## src/rtl/fetch_pkg.sv

```systemverilog
// Shared constants and types for the instruction-fetch controller.
package fetch_pkg;

  localparam int unsigned XLEN_DEF     = 32;
  localparam logic [31:0] RESET_PC_DEF = 32'h0000_0000;

  localparam logic [6:0] OP_JAL    = 7'b1101111;
  localparam logic [6:0] OP_JALR   = 7'b1100111;
  localparam logic [6:0] OP_BRANCH = 7'b1100011;

  // RUN: fetching; HOLD: output stalled by decode; HALT: fetch stopped
  typedef enum logic [1:0] {
    RUN  = 2'd0,
    HOLD = 2'd1,
    HALT = 2'd2
  } state_e;

endpackage

```

## src/rtl/fetch_ctrl_static_predictor.sv

```systemverilog
// Static next-PC predictor: JAL taken, backward branches taken, all else pc+4.
module static_predictor
  import fetch_pkg::*;
#(
  parameter int unsigned XLEN = XLEN_DEF
) (
  input  logic [XLEN-1:0] pc,
  input  logic [31:0]     inst,
  output logic            taken,
  output logic [XLEN-1:0] target
);

  logic [XLEN-1:0] j_imm;
  logic [XLEN-1:0] b_imm;

  // Sign-extended J- and B-type immediates
  always_comb begin
    j_imm = {{(XLEN-21){inst[31]}}, inst[31], inst[19:12], inst[20], inst[30:21], 1'b0};
    b_imm = {{(XLEN-13){inst[31]}}, inst[31], inst[7], inst[30:25], inst[11:8], 1'b0};
  end

  // Opcode decode; JALR is left to execute to resolve
  always_comb begin
    taken  = 1'b0;
    target = pc + XLEN'(4);
    case (inst[6:0])
      OP_JAL: begin
        taken  = 1'b1;
        target = pc + j_imm;
      end
      OP_BRANCH: begin
        if (inst[31]) begin
          taken  = 1'b1;
          target = pc + b_imm;
        end
      end
      default: ;
    endcase
  end

endmodule

```

## src/rtl/fetch_ctrl.sv

```systemverilog
// Instruction-fetch controller: PC ownership, static prediction, decode handshake.
module fetch_ctrl
  import fetch_pkg::*;
#(
  parameter int unsigned     XLEN     = XLEN_DEF,
  parameter logic [XLEN-1:0] RESET_PC = XLEN'(RESET_PC_DEF)
) (
  input  logic            clk,
  input  logic            rst_n,
  output logic [XLEN-1:0] imem_addr,
  input  logic [31:0]     imem_inst,
  output logic            out_valid,
  input  logic            out_ready,
  output logic [XLEN-1:0] out_pc,
  output logic [31:0]     out_inst,
  output logic            out_pred_taken,
  output logic [XLEN-1:0] out_pred_target,
  input  logic            redir_valid,
  input  logic [XLEN-1:0] redir_pc,
  input  logic            halt_req,
  output logic            halted,
  output logic [31:0]     perf_fetched,
  output logic [31:0]     perf_redirects
);

  state_e          state_q;
  state_e          state_d;
  logic [XLEN-1:0] pc_q;
  logic            capture_c;
  logic            slot_free_c;
  logic            handshake_c;
  logic            pred_taken;
  logic [XLEN-1:0] pred_target;
  logic            unused_redir_lsb;

  assign imem_addr        = pc_q;
  assign slot_free_c      = !out_valid || out_ready;
  assign handshake_c      = out_valid && out_ready;
  assign unused_redir_lsb = ^redir_pc[1:0];

  static_predictor #(.XLEN(XLEN)) u_pred (
    .pc     (pc_q),
    .inst   (imem_inst),
    .taken  (pred_taken),
    .target (pred_target)
  );

  // State register
  always_ff @(posedge clk) begin
    if (!rst_n) state_q <= RUN;
    else        state_q <= state_d;
  end

  // Next state and capture decision; redirect outranks halt, hold and capture
  always_comb begin
    state_d   = state_q;
    capture_c = 1'b0;
    if (redir_valid) begin
      state_d = RUN;
    end else if (state_q == HALT) begin
      state_d = halt_req ? HALT : RUN;
    end else if (halt_req) begin
      state_d = slot_free_c ? HALT : HOLD;
    end else if (slot_free_c) begin
      capture_c = 1'b1;
      state_d   = RUN;
    end else begin
      state_d = HOLD;
    end
  end

  // PC, output slot, halt flag and performance counters
  always_ff @(posedge clk) begin
    if (!rst_n) begin
      pc_q            <= RESET_PC;
      out_valid       <= 1'b0;
      out_pc          <= '0;
      out_inst        <= '0;
      out_pred_taken  <= 1'b0;
      out_pred_target <= '0;
      halted          <= 1'b0;
      perf_fetched    <= '0;
      perf_redirects  <= '0;
    end else begin
      if (handshake_c) perf_fetched <= perf_fetched + 32'd1;
      if (redir_valid) begin
        pc_q           <= {redir_pc[XLEN-1:2], 2'b00};
        out_valid      <= 1'b0;
        perf_redirects <= perf_redirects + 32'd1;
      end else if (capture_c) begin
        pc_q            <= pred_target;
        out_valid       <= 1'b1;
        out_pc          <= pc_q;
        out_inst        <= imem_inst;
        out_pred_taken  <= pred_taken;
        out_pred_target <= pred_target;
      end else if (out_ready) begin
        out_valid <= 1'b0;
      end
      halted <= (state_d == HALT);
    end
  end

endmodule
```

## config.mk

```make
export PLATFORM = sky130hd
export DESIGN_NAME = fetch_ctrl
export DESIGN_NICKNAME = d
export VERILOG_FILES = /design/src/rtl/fetch_pkg.sv /design/src/rtl/fetch_ctrl_static_predictor.sv /design/src/rtl/fetch_ctrl.sv
export SDC_FILE = /design/constraint.sdc
export NUM_CORES = 1
export LEC_CHECK = 0
export CORE_MARGIN = 2
export CORE_UTILIZATION = 47
export CTS_BUF_LIST = sky130_fd_sc_hd__clkbuf_4
export CTS_CLUSTER_DIAMETER = 150
export DETAILED_ROUTE_END_ITERATION = 12
export GPL_TIMING_DRIVEN = 0
export PLACE_DENSITY = 0.79
export RECOVER_POWER = 100
export SLEW_MARGIN = 30
export SYNTH_ARGS = -nofsm -noshare
export SYNTH_HDL_FRONTEND = slang
export SYNTH_SLANG_ARGS = --single-unit
export TNS_END_PERCENT = 50
```

## constraint.sdc

```tcl
create_clock -name clk -period 3.3 [get_ports clk]
set_input_delay 0.66 -clock clk [delete_from_list [all_inputs] [get_ports clk]]
set_output_delay 0.66 -clock clk [all_outputs]
set_load 0.1 [all_outputs]
```

==> summary.md <==
| Metric | Value |
|---|---|
| Netlist cell types | `81` |
| Layout area overhead | `32.0%` |
| CTS sink cnt | `194` |
| Gr busiest metal | `met2` |
| Iteration-0 DRC Markers | `1024` |
| Sum Neg Setup Slack | `-1.90 ps` |
| Via-to-Cell Ratio | `5.83` |
| Arr. time, crit path | `3780 ps` |
| Global-route wire length before repair | `63.3 mm` |
| #FFs+latches synth | `194` |
| GRT overflow | `0` |
| Slowest-stage cell, CP | `clkdlybuf4s50_1` |
| RSZ-0062 raised after global routing | `true` |
| Setup Crit Path Kind | `input port to flop` |
| Power, Total | `0.00595 W` |
| Core area | `0.0234 mm^2` |
| Final critical-path required period | `3300 ps` |
| I/O Buffers | `257` |
| Met1 usage | `43.1%` |
| Placed cells | `2024` |
| GPL Wtd Cong | `0.974` |
| Vias | `12000` |
| Top_reg_cell synth | `dfxtp_1` |
| Synth Cell Area | `0.0112 mm^2` |
| Final non-filler cell total | `2065` |
| Crit start category | `input port` |
| Post-DP Area | `0.0141 mm^2` |
| Synth top cells by count | `nand2_1, dfxtp_1, nor2_1` |
| Slew headroom | `14.9%` |
| Maximum vdd ir drop | `0.272 mV` |
| Ratio of cells with drive above 1 in the final layout | `7.62%` |
| Power per cell area | `404 mW/mm^2` |
| Chip Width | `158 um` |
| Pre-antenna DRT Iters | `8` |
| Drt wl/cell | `20.2 um` |
| Post-Syn Instances | `1446` |
| Ranking of synthesized cells by area | `dfxtp_1, nand2_1, a21oi_1` |
| Clock Latency Late Sink | `620 ps` |
| Static Leak | `6.07 nW` |
| CP max FO | `8` |
| GR Util met2 | `50.4%` |
| Post-synth EDFFs | `0` |
| Max Cap Violations | `0` |
| Initial Util | `47.7%` |
| Worst clock skew | `34.8 ps` |
| Status | `finished with violations` |
| CP endpoint kind | `flop` |
| Routed WL | `41.7 mm` |
| Synth Warn # | `0` |
| CTS tree | `yes` |
| Largest net degree at the start of global routing | `25` |
| GR Util met3 | `9.94%` |
| H-tree levels | `4` |
| Count leader, synth | `nand2_1` |
| Post-synthesis sequential area ratio | `34.8%` |
| Crit path buffers/inverters | `1` |
| Initial antenna violation count | `1` |
| Max frequency | `0.303 GHz` |
| PnR worst setup slack | `-1.90 ps` |
| Die Ht | `158 um` |
| Max Root-Sink Buffers | `2` |
| CP max stage delay | `460 ps` |
| Delay-heaviest family, CP | `compound AO/OA/AOI/OAI gates` |
| Fin nets | `1849` |
| Area of the multi-input gates | `0.00710 mm^2` |
| Die area | `0.0250 mm^2` |
| Rows | `56` |
| Post-route cell area | `0.0147 mm^2` |
| Area occupied by registers | `0.00391 mm^2` |
| Failing checks | `negative setup slack` |
| Fin. max-slew vios | `0` |
| Top-area cell type share of the netlist area | `34.8%` |
| DRT antenna net count | `0` |
| Area leader, netlist | `dfxtp_1` |
| Ys async rst share | `0%` |
| Final hold vios | `0` |
| CTS clock-pin slew for the worst setup and hold paths | `170 ps` |
| Final Util | `62.9%` |
| Hold Crit Class | `flop to flop` |
| CP cell instances | `clkdlybuf4s50_1 > ha_1 > o21ai_0 > o21ai_1 > o211ai_4 > a2111o_1 > and2_2 > a221o_1 > a32oi_2 > a21o_1 > a21oi_2` |
| Clock root buffer | `clkbuf_4` |
| # hold bufs at CTS | `0` |
| Final worst path period share | `100%` |
| Mean Syn Cell Area | `7.72 um^2` |
| Worst EP required | `3780 ps` |
| Post-DP HPWL | `32.2 mm` |
| DRC viols | `0` |
| Num CTS Buffers | `17` |
| Fill cells | `2175` |
| Worst-Margin Slew | `1280 ps` |
| Final Setup Violations | `1` |
| Top Ports | `264` |
| Global Route Usage Sum | `32.9%` |
| Vias in the first global route | `11400` |
[layout by cell type (no fill, tap or decap), drive strengths merged, types with 46 or more instances in the layout]
master	Yosys	routed
a21oi	151	151
clkbuf	74	101
clkdlybuf4s50	0	76
dfxtp	194	194
dlygate4sd3	0	173
ha	46	46
nand2	224	224
nor2	162	162
o21ai	87	87
xor2	68	68
[layout make-up]
cell class              instances  share of cell area, %
inverters                      24                  0.612
plain buffers                  82                   2.27
repair buffers                265                   17.6
well taps                     319                   2.71
flip-flops and latches        194                   26.6
clock buffers                  17                  0.866
clock inverters                15                   1.21
multi-input cells            1148                   48.2
diodes                          1                 0.0170
[state kept, by name, indices dropped and copies added (netlist names)]
register and flops:
perf_fetched 32, out_pred_taken 1, out_pred_target 31, imem_addr 31, perf_redirects 32, out_inst 32, state_q 2, out_valid 1
out_pc 31, halted 1
[power breakdown]
group / switching [W] / internal [W]
Sequential: 0.000126 / 0.00244
Clock: 0.00102 / 0.000363
Combinational: 0.00145 / 0.000561
Total: 0.00259 / 0.00336
[cells by family (layout without fill, tap and decap cells)]
kind of cell	count (synthesis)	in the layout	share of synthesized area, %
xor+xnor	106	106	8.32
simple gates	572	572	23.3
buf+inv	106	403	3.70
other cells	1	4	0.0336
mux	11	11	0.998
compound gates	408	408	23.3
flops	194	194	34.8
fa+ha+maj	48	48	5.52
[layer usage]
layer / wire length [um] / share of wire (%)
met3: 4780 / 11
met2: 18000 / 43
met1: 17500 / 42
met5: 0 / 0
met4: 1430 / 3.4
[per-stage QoR]
stage	setup slack (ps)	hold slack, ps
finish	-1.90	463
global placement	-1710	441
floorplan	1.28	548
detailed placement	-1120	446
global route	-70.3	483
CTS	10.6	467
[path summary, 6_finish.rpt]
kind	cells after the start	slack [ps]	to	start
hold / removal	2	460	out_inst[4]$_SDFFE_PN0P_	out_inst[4]$_SDFFE_PN0P_
setup / recovery	11	-2	imem_addr[29]$_SDFFE_PN0P_	imem_inst[30]
hold reg to reg	2	460	out_inst[4]$_SDFFE_PN0P_	out_inst[4]$_SDFFE_PN0P_
setup reg to reg	11	110	imem_addr[29]$_SDFFE_PN0P_	imem_addr[1]$_SDFFE_PP0P_
[repair_timing]
item,CTS,global route
pin swaps,8,9
setup buffers,4,4
setup endpoints to repair,65,64
resized for setup,31,38
[worst min-delay path, stage by stage, from the launching register on]
cell	delay (ps)
dfxtp_1	340
nand2_1	50
a21oi_1	50
No activity file was read; power rests on OpenSTA's default activity.
